===== src/rtl/mux2_rr_arbiter_pkg.sv =====
// ============================================================================
// mux2_rr_pkg : shared states, source ids and counter sizing for mux2_rr_arbiter
// Rev 1.0
// ============================================================================
`default_nettype none

package mux2_rr_pkg;

  typedef logic [1:0] state_t;

  localparam state_t IDLE  = 2'd0;
  localparam state_t GNT_A = 2'd1;
  localparam state_t GNT_B = 2'd2;

  localparam logic SRC_A = 1'b0;
  localparam logic SRC_B = 1'b1;

  // Burst counter must be able to hold MAX_BURST itself.
  function automatic int cnt_width(input int max_burst);
    return $clog2(max_burst + 1);
  endfunction

endpackage

`default_nettype wire


===== src/rtl/mux2_rr_arbiter_if.sv =====
// ============================================================================
// mux2_rr_arbiter_if : two valid/ready sources, one registered output, select
// Rev 1.0
// ============================================================================
`default_nettype none

interface mux2_rr_arbiter_if #(
  parameter int W = 8
);

  logic         a_valid;
  logic [W-1:0] a_data;
  logic         a_ready;
  logic         b_valid;
  logic [W-1:0] b_data;
  logic         b_ready;
  logic         y_valid;
  logic [W-1:0] y_data;
  logic         y_src;
  logic         y_ready;
  logic         sel;

  modport master (
    output a_valid, a_data, b_valid, b_data, y_ready,
    input  a_ready, b_ready, y_valid, y_data, y_src, sel
  );

  modport slave (
    input  a_valid, a_data, b_valid, b_data, y_ready,
    output a_ready, b_ready, y_valid, y_data, y_src, sel
  );

endinterface

`default_nettype wire


===== src/rtl/mux2_rr_arbiter_out_reg.sv =====
// ============================================================================
// mux2_out_reg : single-entry valid/ready output register
// Rev 1.0
// ============================================================================
`default_nettype none

module mux2_out_reg #(
  parameter int PW = 9
) (
  input  wire logic          clk,
  input  wire logic          rst,
  input  wire logic          i_load,
  input  wire logic [PW-1:0] i_data,
  input  wire logic          i_ready,
  output logic               o_valid,
  output logic [PW-1:0]      o_data
);

  logic          r_valid;
  logic [PW-1:0] r_data;

  // Payload is only written on a load, so it holds while stalled.
  always_ff @(posedge clk or posedge rst) begin
    if (rst) begin
      r_valid <= 1'b0;
      r_data  <= '0;
    end else if (i_load) begin
      r_valid <= 1'b1;
      r_data  <= i_data;
    end else if (i_ready) begin
      r_valid <= 1'b0;
    end
  end

  assign o_valid = r_valid;
  assign o_data  = r_data;

endmodule

`default_nettype wire


===== src/rtl/mux2_rr_arbiter.sv =====
// ============================================================================
// mux2_rr_arbiter : round-robin burst arbiter fused with a registered 2:1 mux
// Rev 1.0
// ============================================================================
`default_nettype none

module mux2_rr_arbiter
  import mux2_rr_pkg::*;
#(
  parameter int W         = 8,
  parameter int MAX_BURST = 4
) (
  input wire logic          clk,
  input wire logic          rst,
  mux2_rr_arbiter_if.slave  bus
);

  localparam int            CW           = cnt_width(MAX_BURST);
  localparam logic [CW-1:0] C_BURST_LAST = CW'(MAX_BURST);

  state_t        r_state;
  state_t        w_state_nxt;
  logic          r_prio;
  logic          w_prio_nxt;
  logic          r_sel;
  logic [CW-1:0] r_cnt;
  logic [CW-1:0] w_cnt_nxt;
  logic [CW-1:0] w_cnt_inc;

  logic          w_load_en;
  logic          w_a_xfer;
  logic          w_b_xfer;
  logic          w_xfer;
  logic          w_grant_src;
  logic          w_gnt_valid;
  logic          w_other_valid;
  logic          w_y_valid;
  logic [W:0]    w_y_payload;
  logic [W:0]    w_xfer_payload;

  assign w_load_en     = !w_y_valid || bus.y_ready;
  assign bus.a_ready   = (r_state == GNT_A) && w_load_en;
  assign bus.b_ready   = (r_state == GNT_B) && w_load_en;
  assign w_a_xfer      = bus.a_valid && bus.a_ready;
  assign w_b_xfer      = bus.b_valid && bus.b_ready;
  assign w_xfer        = w_a_xfer || w_b_xfer;
  assign w_grant_src   = (r_state == GNT_B) ? SRC_B : SRC_A;
  assign w_gnt_valid   = (w_grant_src == SRC_B) ? bus.b_valid : bus.a_valid;
  assign w_other_valid = (w_grant_src == SRC_B) ? bus.a_valid : bus.b_valid;
  assign w_cnt_inc     = r_cnt + 1'b1;

  always_comb begin
    w_state_nxt = r_state;
    w_prio_nxt  = r_prio;
    w_cnt_nxt   = r_cnt;
    case (r_state)
      IDLE: begin
        w_cnt_nxt = '0;
        if (bus.a_valid && bus.b_valid) begin
          w_state_nxt = (r_prio == SRC_B) ? GNT_B : GNT_A;
        end else if (bus.a_valid) begin
          w_state_nxt = GNT_A;
        end else if (bus.b_valid) begin
          w_state_nxt = GNT_B;
        end
      end
      GNT_A, GNT_B: begin
        // Release on burst end or when the owner goes idle; a stall never releases.
        if (!w_gnt_valid || (w_xfer && (w_cnt_inc == C_BURST_LAST))) begin
          if (w_other_valid) begin
            w_state_nxt = (w_grant_src == SRC_B) ? GNT_A : GNT_B;
          end else begin
            w_state_nxt = IDLE;
          end
          w_prio_nxt = !w_grant_src;
          w_cnt_nxt  = '0;
        end else if (w_xfer) begin
          w_cnt_nxt = w_cnt_inc;
        end
      end
      default: begin
        w_state_nxt = IDLE;
        w_cnt_nxt   = '0;
      end
    endcase
  end

  always_ff @(posedge clk or posedge rst) begin
    if (rst) begin
      r_state <= IDLE;
      r_prio  <= SRC_A;
      r_cnt   <= '0;
      r_sel   <= SRC_A;
    end else begin
      r_state <= w_state_nxt;
      r_prio  <= w_prio_nxt;
      r_cnt   <= w_cnt_nxt;
      if (w_state_nxt == GNT_A) begin
        r_sel <= SRC_A;
      end else if (w_state_nxt == GNT_B) begin
        r_sel <= SRC_B;
      end
    end
  end

  assign bus.sel        = r_sel;
  assign w_xfer_payload = (w_grant_src == SRC_B) ? {SRC_B, bus.b_data} : {SRC_A, bus.a_data};

  mux2_out_reg #(
    .PW (W + 1)
  ) u_out_reg (
    .clk     (clk),
    .rst     (rst),
    .i_load  (w_xfer),
    .i_data  (w_xfer_payload),
    .i_ready (bus.y_ready),
    .o_valid (w_y_valid),
    .o_data  (w_y_payload)
  );

  assign bus.y_valid = w_y_valid;
  assign bus.y_src   = w_y_payload[W];
  assign bus.y_data  = w_y_payload[W-1:0];

endmodule

`default_nettype wire


===== src/flat_wrapper.sv =====
// flat-port wrapper written by rule: the top's interface ports become plain ports
module mux2_rr_arbiter_flat import mux2_rr_pkg::*;
#(
  parameter int W         = 8,
  parameter int MAX_BURST = 4
)
  (clk, rst, bus_a_valid, bus_a_data, bus_b_valid, bus_b_data, bus_y_ready, bus_a_ready, bus_b_ready, bus_y_valid, bus_y_data, bus_y_src, bus_sel);
  mux2_rr_arbiter_if #(.W(W)) bus_i ();
  input wire logic clk;
  input wire logic rst;
  input wire logic [$bits(bus_i.a_valid)-1:0] bus_a_valid;
  input wire logic [$bits(bus_i.a_data)-1:0] bus_a_data;
  input wire logic [$bits(bus_i.b_valid)-1:0] bus_b_valid;
  input wire logic [$bits(bus_i.b_data)-1:0] bus_b_data;
  input wire logic [$bits(bus_i.y_ready)-1:0] bus_y_ready;
  output wire logic [$bits(bus_i.a_ready)-1:0] bus_a_ready;
  output wire logic [$bits(bus_i.b_ready)-1:0] bus_b_ready;
  output wire logic [$bits(bus_i.y_valid)-1:0] bus_y_valid;
  output wire logic [$bits(bus_i.y_data)-1:0] bus_y_data;
  output wire logic [$bits(bus_i.y_src)-1:0] bus_y_src;
  output wire logic [$bits(bus_i.sel)-1:0] bus_sel;
  assign bus_i.a_valid = bus_a_valid;
  assign bus_i.a_data = bus_a_data;
  assign bus_i.b_valid = bus_b_valid;
  assign bus_i.b_data = bus_b_data;
  assign bus_i.y_ready = bus_y_ready;
  assign bus_a_ready = bus_i.a_ready;
  assign bus_b_ready = bus_i.b_ready;
  assign bus_y_valid = bus_i.y_valid;
  assign bus_y_data = bus_i.y_data;
  assign bus_y_src = bus_i.y_src;
  assign bus_sel = bus_i.sel;
  mux2_rr_arbiter #(.W(W), .MAX_BURST(MAX_BURST)) u_core (.clk(clk), .rst(rst), .bus(bus_i));
endmodule

===== config.mk =====
export PLATFORM = sky130hd
export DESIGN_NAME = mux2_rr_arbiter_flat
export DESIGN_NICKNAME = d
export VERILOG_FILES = /design/src/rtl/mux2_rr_arbiter_pkg.sv /design/src/rtl/mux2_rr_arbiter_if.sv /design/src/rtl/mux2_rr_arbiter_out_reg.sv /design/src/rtl/mux2_rr_arbiter.sv /design/src/flat_wrapper.sv
export SDC_FILE = /design/constraint.sdc
export NUM_CORES = 1
export LEC_CHECK = 0
export BUFFER_PORTS_ARGS = -buffer_cell sky130_fd_sc_hd__clkbuf_2
export CAP_MARGIN = 20
export CELL_PAD_IN_SITES_DETAIL_PLACEMENT = 1
export CELL_PAD_IN_SITES_GLOBAL_PLACEMENT = 1
export CORE_UTILIZATION = 38
export CTS_BUF_LIST = sky130_fd_sc_hd__clkbuf_16
export DETAILED_ROUTE_END_ITERATION = 16
export HOLD_SLACK_MARGIN = 0.12
export PLACE_DENSITY = 0.91
export RECOVER_POWER = 100
export SYNTH_ARGS = -nofsm -noshare
export SYNTH_HDL_FRONTEND = slang
export SYNTH_SLANG_ARGS = --single-unit

===== constraint.sdc =====
create_clock -name clk -period 3.5 [get_ports clk]
set_input_delay 0.35 -clock clk [delete_from_list [all_inputs] [get_ports clk]]
set_output_delay 0.35 -clock clk [all_outputs]
set_load 0.01 [all_outputs]

==> impl_metrics.yaml <==
logic_synthesis:
  synth_edf_count: 0
  syn_nets: 136
  ys_warn_count: 0
  ys.flop_type: "dfrtp_1"
  synth_xor_area_share_pct: 0
  syn_avg_cell_area_sq_um: 9.20
  synth_area_sq_um: 993
  synthSimpleGateAreaFrac_pct: 20.2
  synth-seq-cells: 17
  syn_inst: 108
  synth_compound_area_share_pct: 15.9
  synth_top_family_by_area: "simple AND/OR/NAND/NOR gates"
  synthAdderAreaFrac_pct: 8.82
  synthMuxAreaShare_pct: 8.06
  synth_seq_area_share_pct: 42.8
  synth-async-reset-ratio_pct: 100
  yosysUniqueCellTypes: 25
timing:
  worst-slew-pin-transition_ns: 0.742
  max_freq_mhz: 381
  hold_viol: 0
  period_needed_ns: 2.63
  tns_ns: 0
  timing.final.crit_share_pct: 75.0
  finalSetupViolCount: 0
  relSlewSlack_pct: 50.5
  rsz0062_at_grt: "false"
  clock_skew_ns: 0.00213
  slew_violations: 0
worst_setup_path:
  endpoint_kind: "flop"
  r2r_slack_ns: 0.87
  cp_slowest_stage_delay_ns: 0.65
  r2r-start: "u_core.r_state[0]"
  reg2reg_to: "u_core.r_cnt[2]"
  crit_slowest_cell: "ha_1"
  worstSetupPathType: "reg2reg"
  reg2reg_depth: 6
  arrival_ns: 2.80
  crit_path_start_kind: "flop"
  path_max_fanout: 23
  worstPathCellList: "inv_1 > ha_1 > a22o_1 > nand2_1 > or3_1 > a21oi_1"
  critPathRequiredTime_ns: 3.67
  startpoint: "u_core.r_state[0]"
  worstSetupEndpoint: "u_core.r_cnt[2]"
layout:
  fin_nets: 170
  layout_commonest_cell: "clkbuf_2"
  layout_common_cells: "22 x clkbuf_2, 19 x nand2_1, 17 x dfrtp_1"
  ff_latch_area_sq_um: 425
  num-fill-cells: 308
  area_growth_pct: 23.8
  diodes: 0
  drive_gt1_share_pct: 17.7
  final_cell_area_sq_um: 1230
  multi_input_area_sq_um: 514
power:
  ir_worst_vdd_mv: 0.367
  power_density_nw_per_um2: 836
  p_leak_nw: 0.578
routing:
  wirelength_microns: 2680
  viasPerCell: 5.44
  vias: 931
  drtIter0Drc: 11
  dr.pass1.iters: 4
  drc: 0
  ant_nets: 0
  post_drt_wl_per_cell_microns: 15.7
placed_design:
  place_congestion: 0.847
  hpwlAfterDp_microns: 1960
  io_buffers: 33
  dpl_cell_area_sq_um: 1180
die:
  initial_core_util_pct: 40.1
  fp.dieH_microns: 53.1
  io_pins: 34
  row_count: 18
  core_sq_um: 2480
  die_width_microns: 53.1
  dieArea_sq_um: 2820
cts:
  cts_resized: 0
  cts-htree-levels: 1
  cts_tree: "done"
  clk_pin_slew_ns: 0.05
  cts.path.max_buffers: 2
  cts_made_buffers: 3
  clock-root-buffer: "clkbuf_16"
  post_cts_buffers: 0
  clk_latency_ns: 0.25
  hold_buffers: 0
  cts_sinks: 17
grt:
  grt_pass1_vias: 983
  grt_pass1_wl_microns: 4420
  antenna_found_initial: 0
  grt_max_degree: 24
  grt_overflow_total: 0
  track_usage_pct: 22.0
outcome:
  status: "finished clean"
hold_path:
  hold_class: "in2async"
flow_run:
  maxCapViolCount: 0
==> report_power, final <==
part | total, mW | switching [mW] | internal, mW
sequential | 0.328 | 0.0505 | 0.278
clock | 0.224 | 0.0724 | 0.152
combinational | 0.475 | 0.296 | 0.180
total | 1.03 | 0.419 | 0.609
==> synthesized netlist by cell type (all sizes together), types with 3 or more instances <==
cell type,count,area (sq um)
nand3b,3,22.5
nand3,3,15.0
a21oi,6,30.0
nor2b,4,25.0
buf,4,20.0
nand2,19,73.8
and2,3,18.8
ha,7,87.6
inv,6,22.5
mux2i,8,80.1
o21ai,14,70.1
dfrtp,17,425
==> layout make-up <==
type,count,share of cell area (%)
multi-input cells,81,41.8
flip-flops and latches,17,34.6
repair buffers,33,12.3
clock buffers,3,6.10
well taps,30,3.05
inverters,6,1.83
clock inverters,1,0.305
==> metrics by stage <==
step	utilization [%]	hold slack (ns)	worst slack [ns]	instances	power [mW]
2_1_floorplan	-	0.276	1.51	108	0.675
3_3_place_gp	47.5	0.453	1.15	167	0.802
3_5_place_dp	47.5	0.470	0.951	167	0.840
4_1_cts	50.7	0.214	0.908	171	1.07
5_1_grt	49.6	0.242	0.613	171	1.12
6_report	49.6	0.178	0.875	171	1.03
==> sequential cells by signal, summed over array words and instances, names as in the netlist <==
signal and flops:
u_core.r_cnt 3, u_core.u_out_reg.o_data 9, u_core.r_prio 1, u_core.bus.sel 1, u_core.u_out_reg.o_valid 1, u_core.r_state 2
==> worst max-delay path: cells and delay by family, from the launching register on <==
kind	cells	cell delay, ns
AOI/OAI and AO/OA	2	0.49
adders and majority gates	1	0.65
buffers and inverters	1	0.12
DFF	1	0.43
and+or+nand+nor	2	0.86
==> logic make-up (layout without fill, tap and decap cells) <==
kind of cell,count (synthesis),count (layout)
and+or+nand+nor,40,40
muxes,8,8
DFF,17,17
buffers and inverters,10,43
AOI/OAI and AO/OA,26,26
adders and majority gates,7,7
==> worst min-delay path by stage <==
stage          start                    endpoint  slack, ns  cells after the start
6_report         rst               u_core.r_prio       0.18                      2
4_1_cts          rst               u_core.r_prio       0.21                      2
5_1_grt          rst  u_core.u_out_reg.o_data[0]       0.24                      2
3_3_place_gp     rst              u_core.bus.sel       0.45                      2
3_5_place_dp     rst  u_core.u_out_reg.o_data[0]       0.47                      2
2_1_floorplan    rst              u_core.bus.sel       0.28                      1
==> metal layers <==
layer,up-vias,track usage [%],routed length [microns]
met5,-,0,0
met4,0,10.1,44
met3,7,4.60,137
met2,32,38.0,1380
met1,450,25.6,1120
li1,442,-,-
No activity file was read; power rests on OpenSTA's default activity.
